### src/rtl/disp_scan_ctrl_if.sv
`default_nettype none
// ============================================================================
// disp_scan_ctrl_if : code capture and display-mux signals of disp_scan_ctrl
// Rev 1.0 : initial release
// ============================================================================
interface disp_scan_ctrl_if;
   logic [2:0] act_in;
   logic [1:0] spd_in;
   logic       code_valid;
   logic       sel;
   logic [2:0] act_q;
   logic [1:0] spd_q;
   logic [1:0] dig_en;
   logic       frame_tick;

   modport master (
      output act_in, spd_in, code_valid,
      input  sel, act_q, spd_q, dig_en, frame_tick
   );

   modport slave (
      input  act_in, spd_in, code_valid,
      output sel, act_q, spd_q, dig_en, frame_tick
   );
endinterface
`default_nettype wire

### src/rtl/disp_scan_ctrl.sv
`default_nettype none
// ============================================================================
// disp_scan_ctrl : two-digit scan controller with blanking gaps and
//                  frame-aligned code commit. Optional macro: DISP_BLINK_EN.
// Rev 1.0 : initial release
// ============================================================================
module disp_scan_ctrl #(
   parameter int CLK_DIV      = 50000,
   parameter int BLANK_CYCLES = 8,
   parameter int BLINK_FRAMES = 8
) (
   input  logic             clk,
   input  logic             rst,
   disp_scan_ctrl_if.slave  bus
);

   localparam int CNT_W = (CLK_DIV > 1) ? $clog2(CLK_DIV) : 1;
   localparam logic [CNT_W-1:0] SHOW_LAST  = CNT_W'(CLK_DIV - 1);
   localparam logic [CNT_W-1:0] BLANK_LAST = CNT_W'(BLANK_CYCLES - 1);

   if (CLK_DIV < 2 || BLANK_CYCLES < 1 || BLANK_CYCLES >= CLK_DIV || BLINK_FRAMES < 1)
   begin : g_param_check
      $error("disp_scan_ctrl: illegal parameter combination");
   end

   typedef enum logic [1:0] {
      BLANK_S2A = 2'd0,
      SHOW_ACT  = 2'd1,
      BLANK_A2S = 2'd2,
      SHOW_SPD  = 2'd3
   } state_t;

   state_t           state_q, state_d;
   logic [CNT_W-1:0] phase_q, phase_d;
   logic             sel_q, sel_d;
   logic [1:0]       dig_en_q, dig_en_d;
   logic             frame_tick_q, frame_tick_d;
   logic [2:0]       act_q, act_d, shadow_act_q, shadow_act_d;
   logic [1:0]       spd_q, spd_d, shadow_spd_q, shadow_spd_d;
   logic             pending_q, pending_d;
   logic             boundary;
   logic             act_dark;

`ifdef DISP_BLINK_EN
   localparam int BLINK_W = $clog2(BLINK_FRAMES + 1);
   logic [BLINK_W-1:0] blink_cnt_q, blink_cnt_d;
`endif

   always_comb begin
      state_d      = state_q;
      phase_d      = phase_q + CNT_W'(1);
      boundary     = 1'b0;
      act_d        = act_q;
      spd_d        = spd_q;
      shadow_act_d = shadow_act_q;
      shadow_spd_d = shadow_spd_q;
      pending_d    = pending_q;
      act_dark     = 1'b0;

      case (state_q)
         BLANK_S2A: if (phase_q == BLANK_LAST) state_d = SHOW_ACT;
         SHOW_ACT:  if (phase_q == SHOW_LAST)  state_d = BLANK_A2S;
         BLANK_A2S: if (phase_q == BLANK_LAST) state_d = SHOW_SPD;
         SHOW_SPD: begin
            if (phase_q == SHOW_LAST) begin
               state_d  = BLANK_S2A;
               boundary = 1'b1;
            end
         end
         default:   state_d = BLANK_S2A;
      endcase
      if (state_d != state_q) phase_d = '0;

      // A strobe on the boundary edge bypasses the shadow so it is never a frame late.
      if (boundary) begin
         if (bus.code_valid) begin
            act_d        = bus.act_in;
            spd_d        = bus.spd_in;
            shadow_act_d = bus.act_in;
            shadow_spd_d = bus.spd_in;
            pending_d    = 1'b0;
         end else if (pending_q) begin
            act_d     = shadow_act_q;
            spd_d     = shadow_spd_q;
            pending_d = 1'b0;
         end
      end else if (bus.code_valid) begin
         shadow_act_d = bus.act_in;
         shadow_spd_d = bus.spd_in;
         pending_d    = 1'b1;
      end

`ifdef DISP_BLINK_EN
      blink_cnt_d = blink_cnt_q;
      if (boundary && (act_d != act_q))
         blink_cnt_d = BLINK_W'(BLINK_FRAMES);
      else if (boundary && (blink_cnt_q != '0))
         blink_cnt_d = blink_cnt_q - BLINK_W'(1);
      act_dark = (blink_cnt_d != '0) && blink_cnt_d[0];
`endif

      // Outputs follow the next state so they are registered yet aligned to it.
      frame_tick_d = boundary;
      sel_d        = (state_d == BLANK_A2S) || (state_d == SHOW_SPD);
      case (state_d)
         SHOW_ACT: dig_en_d = act_dark ? 2'b11 : 2'b10;
         SHOW_SPD: dig_en_d = 2'b01;
         default:  dig_en_d = 2'b11;
      endcase
   end

   always_ff @(posedge clk or posedge rst) begin
      if (rst) begin
         state_q      <= BLANK_S2A;
         phase_q      <= '0;
         sel_q        <= 1'b0;
         dig_en_q     <= 2'b11;
         frame_tick_q <= 1'b0;
         act_q        <= '0;
         spd_q        <= '0;
         shadow_act_q <= '0;
         shadow_spd_q <= '0;
         pending_q    <= 1'b0;
`ifdef DISP_BLINK_EN
         blink_cnt_q  <= '0;
`endif
      end else begin
         state_q      <= state_d;
         phase_q      <= phase_d;
         sel_q        <= sel_d;
         dig_en_q     <= dig_en_d;
         frame_tick_q <= frame_tick_d;
         act_q        <= act_d;
         spd_q        <= spd_d;
         shadow_act_q <= shadow_act_d;
         shadow_spd_q <= shadow_spd_d;
         pending_q    <= pending_d;
`ifdef DISP_BLINK_EN
         blink_cnt_q  <= blink_cnt_d;
`endif
      end
   end

   assign bus.sel        = sel_q;
   assign bus.dig_en     = dig_en_q;
   assign bus.frame_tick = frame_tick_q;
   assign bus.act_q      = act_q;
   assign bus.spd_q      = spd_q;

endmodule
`default_nettype wire
### src/flat_wrapper.sv
// flat-port wrapper written by rule: the top's interface ports become plain ports
module disp_scan_ctrl_flat 
#(
   parameter int CLK_DIV      = 50000,
   parameter int BLANK_CYCLES = 8,
   parameter int BLINK_FRAMES = 8
)
  (clk, rst, bus_act_in, bus_spd_in, bus_code_valid, bus_sel, bus_act_q, bus_spd_q, bus_dig_en, bus_frame_tick);
  disp_scan_ctrl_if bus_i ();
  input  logic clk;
  input  logic rst;
  input wire logic [$bits(bus_i.act_in)-1:0] bus_act_in;
  input wire logic [$bits(bus_i.spd_in)-1:0] bus_spd_in;
  input wire logic [$bits(bus_i.code_valid)-1:0] bus_code_valid;
  output wire logic [$bits(bus_i.sel)-1:0] bus_sel;
  output wire logic [$bits(bus_i.act_q)-1:0] bus_act_q;
  output wire logic [$bits(bus_i.spd_q)-1:0] bus_spd_q;
  output wire logic [$bits(bus_i.dig_en)-1:0] bus_dig_en;
  output wire logic [$bits(bus_i.frame_tick)-1:0] bus_frame_tick;
  assign bus_i.act_in = bus_act_in;
  assign bus_i.spd_in = bus_spd_in;
  assign bus_i.code_valid = bus_code_valid;
  assign bus_sel = bus_i.sel;
  assign bus_act_q = bus_i.act_q;
  assign bus_spd_q = bus_i.spd_q;
  assign bus_dig_en = bus_i.dig_en;
  assign bus_frame_tick = bus_i.frame_tick;
  disp_scan_ctrl #(.CLK_DIV(CLK_DIV), .BLANK_CYCLES(BLANK_CYCLES), .BLINK_FRAMES(BLINK_FRAMES)) u_core (.clk(clk), .rst(rst), .bus(bus_i));
endmodule
### config.mk
export PLATFORM = sky130hd
export DESIGN_NAME = disp_scan_ctrl_flat
export DESIGN_NICKNAME = d
export VERILOG_FILES = /design/src/rtl/disp_scan_ctrl_if.sv /design/src/rtl/disp_scan_ctrl.sv /design/src/flat_wrapper.sv
export SDC_FILE = /design/constraint.sdc
export NUM_CORES = 1
export LEC_CHECK = 0
export CAP_MARGIN = 20
export CORE_MARGIN = 3
export CORE_UTILIZATION = 54
export DETAILED_ROUTE_END_ITERATION = 8
export PLACE_DENSITY = 0.87
export SLEW_MARGIN = 30
export SYNTH_ARGS = -nofsm -noshare
export SYNTH_HDL_FRONTEND = slang
export SYNTH_SLANG_ARGS = --single-unit
### constraint.sdc
create_clock -name clk -period 2.2 [get_ports clk]
set_input_delay 0.44 -clock clk [delete_from_list [all_inputs] [get_ports clk]]
set_output_delay 0.44 -clock clk [all_outputs]
set_load 0.02 [all_outputs]
Word-level counts from Yosys, hierarchy flattened
Cells that the tools add are included.

word-level totals
  word-level logic and storage cells = 40
  bits in registers = 33

operators by class
  add/subtract/negate cells = 1
  eq/ne operators = 9
  muxes and demuxes = 15
  reductions and logical operators = 5

operators by type and width
  cell                   count
  $add 16x1->16 const B  1
  $eq 16x16->1 const B   1
  $eq 16x3->1 const B    1
  $mux 16                1
  $mux 2                 6
  $eq 2x2->1 const B     4
  $pmux 2 s4             1
  $mux 3                 2
  $eq 2x1->1 const B     2
  $mux 1                 4
  $pmux 2 s2             1
  $reduce_bool 2->1      2
  $logic_not 2->1        1
  $ne 2x2->1             1
  $reduce_and 2->1       1
  $logic_or 1x1->1       1

Logic depth before layout (Yosys ltp)
Gate-level depths: netlist of run 1.

  depth after elaboration = 5
  mapped depth = 5
  gate-level depth less buffers = 5

Least setup slack after synthesis of run 1
No wires, ideal clock.

  kind = reg2reg
  start = reg u_core.phase_q[10]
  end = reg u_core.act_q[0] (netlist: u_core.bus.act_q[0])
  buffers on the path = 1
  required time = 2.075 ns
  path slack = 0.306 ns
  data arrival time = 1.769 ns
  setup time = 0.125 ns
  period minus slack after synthesis = 1.894 ns
  stages on the path, launching flop included = 6
  cells stage by stage = dfrtp_1 nor4_4 nand2_2 or4_4 buf_6 mux2_4

on the way
  longest elaborated chain between the ends = 4

RTL lines
  what                        RTL line               RTL
  from (decl)                 disp_scan_ctrl.sv:34   logic [CNT_W-1:0] phase_q, phase_d;
  from (signal assigned)      disp_scan_ctrl.sv:129  phase_q <= phase_d;
  $eq 16x16->1                disp_scan_ctrl.sv:65   if (phase_q == SHOW_LAST) begin
  $mux 1                      disp_scan_ctrl.sv:65
  $mux 1                      disp_scan_ctrl.sv:60   case (state_q)
  $reduce_and 2->1 (no line)  -
  to (signal assigned)        disp_scan_ctrl.sv:133  act_q <= act_d;
  to (decl)                   disp_scan_ctrl.sv:38   logic [2:0] act_q, act_d, shadow_act_q, shadow_act_d;

Every way passes these cells.
A chain may end at the register's enable or synchronous reset.

Final worst setup path of run 1
  start = reg u_core.phase_q[11]
  end = reg u_core.act_q[2] (netlist: u_core.bus.act_q[2])

The elaborated chain is that of the path after synthesis.

==> metrics.yaml, run 1 <==
global_route:
  grt_max_degree: 34
  grt_pass1_vias: 996
  grtUsageTotal: 0.178
  antenna_found_initial: 0
  grt_pass1_wl_mm: 4.39
  overflow: 0
synth:
  synthTopCellsByArea: "dfrtp_1, mux2_4, xor2_1"
  synthTopCellsByCount: "dfrtp_1, nor2_1, xor2_1"
  yosys_warnings: 0
  yosysMostFrequentCell: "dfrtp_1"
  yosysSeqAreaShare: 0.567
  syn-instance-count: 121
  ys_ff_latch: 33
  syn-num-nets: 130
  avgSynthCellArea_um2: 12.1
  syn_area_um2: 1460
  synth_flop_cell: "dfrtp_1"
  async_reset_ff_frac: 1.00
  yosysTopAreaCell: "dfrtp_1"
  synth_cell_types: 33
  netlist.area_leader.share: 0.531
  synth_edf_count: 0
cells_and_area:
  drive_above_1_share: 0.193
  synthToLayoutAreaGrowth_pct: 18.2
  nNetsFinal: 153
  fin_util: 0.685
  n_antenna_cell: 0
setup_path:
  crit_buf_inv: 0
  crit_path_max_incr_delay_ns: 0.61
  slowest_stage: "or4_4"
  r2r_cells: 4
  cp-start-kind: "flip-flop"
  r2r_end: "u_core.bus.act_q[2]$_DFFE_PP0P_"
  endpoint_kind: "flip-flop"
  crit_type: "reg -> reg"
  cp.arrival_ns: 2.16
  r2r-start: "u_core.phase_q[11]$_DFF_PP0_"
  cp_top_family: "simple AND/OR/NAND/NOR gates"
  r2r_slack_ns: 0.26
  path_max_fanout: 5
  cp.required_ns: 2.42
  path_cells: "nor4_4, nand2_2, or4_4, mux2_4"
detailed_routing:
  vias: 983
  dr.pass1.iters: 4
  remaining_drc_errors: 0
  avgRoutedWirePerCell_um: 14.1
  drtIter0Drc: 34
  drtAntennaViolNets: 0
  viasPerCell: 5.62
  wl_mm: 2.47
placed_design:
  io_buffers: 16
  place_congestion: 0.806
  hpwl_mm: 1.82
run:
  maxCapViolCount: 0
power:
  p_leak_nw: 0.764
  ir_drop_v: 0.000573
  powerDensity_nw_per_um2: 598
clock_tree:
  cts_hold_buffers: 0
  numCtsBuffers: 5
  cts_tree: "built"
  post-cts-setup-buffers: 0
  post_cts_resized: 0
  worstSkewPairLatency_ns: 0.33
  ctsLongestPathBuffers: 2
  root_buffer: "clkbuf_4"
  path_clk_slew_ns: 0.10
  cts_sinks: 33
  htreeDepth: 2
die:
  rows: 18
  ioPinCount: 17
  fp.dieW_um: 58.0
  core-area_um2: 2520
  dieArea_um2: 3370
  dieHeight_um: 58.0
  start_util: 0.579
sta:
  max_slew_margin: 0.569
  hold_viol_final: 0
  finalCritPeriodShare: 0.881
  worstMarginPinSlew_ns: 0.646
  setup_violations: 0
  whs_ns: 0.480
  rsz0062_at_grt: "false"
  finalClockSkew_ns: 0.00622
  max_freq_mhz: 516
  drv_slew: 0
  fin_setup_tns_ns: 0
  period_needed_ns: 1.94
status:
  outcome: "finished clean"
min_path:
  hp-class: "in -> async"
[kinds of logic (layout without fill, tap and decap cells)]
logic type	Yosys count	in the layout	share of synthesized area
and+or+nand+nor	47	47	0.181
DFF	33	33	0.567
xor gates and xnor gates	15	15	0.0899
muxes	10	10	0.0899
buffers and inverters	9	33	0.0317
AOI/OAI and AO/OA	6	6	0.0325
adders and majority gates	1	1	0.00856
[worst max-delay path by stage]
stage	startpoint	end	slack [ns]	depth (start not counted)
2_1_floorplan	u_core.phase_q[10]$_DFF_PP0_	u_core.bus.act_q[0]$_DFFE_PP0P_	0.31	5
3_3_place_gp	bus_code_valid	u_core.bus.spd_q[1]$_DFFE_PP0P_	0.26	4
3_5_place_dp	bus_code_valid	u_core.bus.act_q[2]$_DFFE_PP0P_	0.24	4
4_1_cts	u_core.phase_q[4]$_DFF_PP0_	u_core.bus.act_q[2]$_DFFE_PP0P_	0.27	4
5_1_grt	u_core.phase_q[11]$_DFF_PP0_	u_core.bus.act_q[2]$_DFFE_PP0P_	0.20	4
6_report	u_core.phase_q[11]$_DFF_PP0_	u_core.bus.act_q[2]$_DFFE_PP0P_	0.26	4
[layout make-up]
| cell class | count | area (µm²) |
|---|---|---|
| timing repair buffer | 19 | 183 |
| tap | 30 | 37.5 |
| clock buffer | 7 | 65.1 |
| sequential | 33 | 828 |
| multi-input combinational | 79 | 587 |
| inverter | 6 | 22.5 |
| clock inverter | 1 | 5.00 |
| fill | 169 | 795 |
[registers in the layout (all words and copies together), names as in the netlist]
register and count:
u_core.phase_q 16, u_core.state_q 2, u_core.bus.dig_en 2, u_core.bus.sel 1, u_core.pending_q 1, u_core.bus.act_q 3
u_core.bus.spd_q 2, u_core.shadow_act_q 3, u_core.shadow_spd_q 2, u_core.bus.frame_tick 1
[placed cells by master (no fill, tap or decap), types with 2 or more instances in the layout]
master / count
dfrtp_1: 31
clkdlybuf4s50_1: 16
nor2_1: 13
xor2_1: 8
nand3_1: 7
xnor2_1: 7
inv_1: 6
nor3_1: 5
nand4_1: 5
mux2_2: 5
mux2_4: 5
clkbuf_4: 5
nand2_1: 3
nor4_1: 3
buf_4: 3
a21oi_1: 2
clkbuf_8: 2
dfstp_2: 2
[per-layer routing]
layer  GRT usage  wire, µm  vias up
met5           0         0        -
met4      0.0795        32        0
met3      0.0824       183        3
met2       0.274      1210       32
met1       0.213      1050      478
li1            -         -      470
[worst min-delay path: stages]
cell and delay [ns]:
clkdlybuf4s50_1 0.39, inv_1 0.05, buf_4 0.35
[power breakdown]
part           internal [mW]  switching [mW]
Sequential             0.615         0.00183
Clock                  0.185           0.190
Combinational         0.0219          0.0204
Total                  0.822           0.212
[per-stage QoR]
step           worst slack (ns)  power, mW  cell area [µm²]  instances
6_report                  0.261       1.03             1730        175
5_1_grt                   0.200       1.08             1730        175
4_1_cts                   0.268       1.05             1730        175
3_5_place_dp              0.239      0.673             1660        167
3_3_place_gp              0.260      0.670             1660        167
2_1_floorplan             0.306      0.652             1460        121
No activity file was read; power rests on OpenSTA's default activity.
==> run 2, diff against run 1 <==
--- a/config.mk
+++ b/config.mk
@@ -7,9 +7,11 @@
 export LEC_CHECK = 0
 export CAP_MARGIN = 20
 export CORE_MARGIN = 3
-export CORE_UTILIZATION = 54
+export CORE_UTILIZATION = 57
+export CTS_BUF_LIST = sky130_fd_sc_hd__clkbuf_8
 export DETAILED_ROUTE_END_ITERATION = 8
-export PLACE_DENSITY = 0.87
+export MAX_ROUTING_LAYER = met4
+export PLACE_DENSITY = 0.91
 export SLEW_MARGIN = 30
 export SYNTH_ARGS = -nofsm -noshare
 export SYNTH_HDL_FRONTEND = slang
==> metrics.yaml, run 2 (synthesis results as in run 1) <==
status:
  outcome: "finished clean"
setup_path:
  cp_top_family: "simple AND/OR/NAND/NOR gates"
  crit_type: "reg -> reg"
  crit_buf_inv: 0  # unchanged
  crit_path_max_incr_delay_ns: 0.62  # about the same
  slowest_stage: "or4_4"
  cp.required_ns: 2.37  # -0.05 ns
  cp.arrival_ns: 2.10  # -0.06 ns
  cp-start-kind: "flip-flop"
  path_cells: "nor3_1, nand2_2, or4_4, mux2_4"
  endpoint_kind: "flip-flop"
  path_max_fanout: 5  # unchanged
clock_tree:
  cts_tree: "built"
  htreeDepth: 2  # unchanged
  numCtsBuffers: 5  # unchanged
  path_clk_slew_ns: 0.06  # -0.04 ns
  ctsLongestPathBuffers: 2  # unchanged
  worstSkewPairLatency_ns: 0.28  # -0.05 ns
  cts_sinks: 33  # unchanged
  root_buffer: "clkbuf_8"
  post-cts-setup-buffers: 0  # unchanged
  post_cts_resized: 0  # unchanged
  cts_hold_buffers: 0  # unchanged
detailed_routing:
  vias: 994  # +1.1%
  dr.pass1.iters: 4  # unchanged
  avgRoutedWirePerCell_um: 15.8  # +12%
  wl_mm: 2.73  # +10%
  drtIter0Drc: 40  # +18%
  remaining_drc_errors: 0  # unchanged
  viasPerCell: 5.75  # +2.3%
  drtAntennaViolNets: 0  # unchanged
power:
  p_leak_nw: 0.772  # +1.0%
  p_total_mw: 1.08  # +4.6%
  ir_drop_v: 0.000433  # -24%
  powerDensity_nw_per_um2: 623  # +4.0%
sta:
  drv_slew: 0  # unchanged
  finalCritPeriodShare: 0.879  # -0.00200
  max_slew_margin: 0.554  # -0.0152
  max_freq_mhz: 517  # +0.23%
  fin_setup_tns_ns: 0  # unchanged
  worstMarginPinSlew_ns: 0.669  # +0.0228 ns
  hold_viol_final: 0  # unchanged
  rsz0062_at_grt: "false"
  finalClockSkew_ns: 0.00510  # -0.00112 ns
  setup_violations: 0  # unchanged
  period_needed_ns: 1.93  # -0.00441 ns
cells_and_area:
  synthToLayoutAreaGrowth_pct: 18.9
  fin_util: 0.750  # +0.0646
  top_register: "u_core.phase_q"
  finalNonFillerCells: 173  # -1.1%
  drive_above_1_share: 0.186  # -0.00690
  nNetsFinal: 153  # unchanged
  final_common_cell: "dfrtp_1"
  layout_common_cells: "dfrtp_1, clkdlybuf4s50_1, nor2_1, xor2_1"
  fill_cells: 145  # -14%
  reg.largest.list: "u_core.phase_q x16, u_core.bus.act_q x3, u_core.shadow_act_q x3"
  largest_reg_flops: 16  # unchanged
  n_antenna_cell: 0  # unchanged
global_route:
  grt_max_degree: 34  # unchanged
  antenna_found_initial: 0  # unchanged
  overflow: 0  # unchanged
  grt_pass1_vias: 1004  # +0.80%
  grt_pass1_wl_mm: 4.83  # +10%
  grtUsageTotal: 0.206  # +0.0282
placed_design:
  io_buffers: 16  # unchanged
  place_congestion: 0.750  # -6.9%
  place_inst: 165  # -1.2%
  hpwl_mm: 1.97  # +8.5%
die:
  core-area_um2: 2320  # -8.1%
  rows: 17  # -1
  fp.dieW_um: 56.6  # -2.4%
  start_util: 0.630  # +0.0510
  ioPinCount: 17  # unchanged
  dieHeight_um: 56.6  # -2.4%
  dieArea_um2: 3210  # -4.7%
run:
  maxCapViolCount: 0  # unchanged
min_path:
  hp-class: "reg -> reg"
## run 2: cell types whose count changed in the layout (fill, tap and decap cells not counted), sizes merged
cell    change
clkinv      +1
inv         +1
clkbuf      -2
## run 2: worst paths after layout
| path | startpoint | depth (start not counted) | slack (ns) | endpoint |
|---|---|---|---|---|
| hold / removal | u_core.phase_q[0]$_DFF_PP0_ | 1 | 0.50 | u_core.phase_q[0]$_DFF_PP0_ |
| min in group asynchronous | rst | 3 | 0.54 | u_core.bus.spd_q[1]$_DFFE_PP0P_ |
| hold reg to reg | u_core.phase_q[0]$_DFF_PP0_ | 1 | 0.50 | u_core.phase_q[0]$_DFF_PP0_ |
| setup reg to reg | u_core.phase_q[4]$_DFF_PP0_ | 4 | 0.27 | u_core.bus.act_q[0]$_DFFE_PP0P_ |
| setup / recovery | u_core.phase_q[4]$_DFF_PP0_ | 4 | 0.27 | u_core.bus.act_q[0]$_DFFE_PP0P_ |
| max in group asynchronous | rst | 3 | 1.34 | u_core.bus.dig_en[1]$_DFF_PP1_ |
## run 2: power by group
part | leakage [nW] | switching [mW] | total [mW] | internal [mW]
sequential | 0.418 | 0.00199 | 0.618 | 0.616
combinational | 0.305 | 0.0204 | 0.0424 | 0.0219
clock | 0.0491 | 0.208 | 0.422 | 0.214
## run 2: metal layers
layer,wire (µm),up-vias,GRT usage,part of all wire
met5,0,-,-,0
met4,53,0,0.0780,0.019
met3,136,8,0.0644,0.050
met2,1380,32,0.315,0.51
met1,1160,489,0.256,0.42
li1,-,465,-,-
## run 2: layout make-up
cell class / count / area, µm² / share of cell area
repair buffers: 19 / 183 / 0.105
clock inverters: 3 / 13.8 / 0.00792
clock buffers: 5 / 68.8 / 0.0396
multi-input cells: 79 / 587 / 0.338
flip-flops and latches: 33 / 828 / 0.477
well taps: 28 / 35.0 / 0.0202
inverters: 6 / 22.5 / 0.0130
## run 2: through the flow
| stage | worst slack, ns | hold WS (ns) | area (µm²) |
|---|---|---|---|
| 3_3_place_gp | 0.281 | 0.467 | 1660 |
| 6_report | 0.265 | 0.497 | 1740 |
| 4_1_cts | 0.256 | 0.504 | 1740 |
| 3_5_place_dp | 0.247 | 0.494 | 1660 |
| 2_1_floorplan | 0.306 | 0.455 | 1460 |
| 5_1_grt | 0.164 | 0.523 | 1740 |
==> run 3, diff against run 2 <==
--- a/config.mk
+++ b/config.mk
@@ -5,7 +5,6 @@
 export SDC_FILE = /design/constraint.sdc
 export NUM_CORES = 1
 export LEC_CHECK = 0
-export CAP_MARGIN = 20
 export CORE_MARGIN = 3
 export CORE_UTILIZATION = 57
 export CTS_BUF_LIST = sky130_fd_sc_hd__clkbuf_8
==> results of run 3 <==
Same layout as run 2: the final DEF is identical, and so are final timing and power.
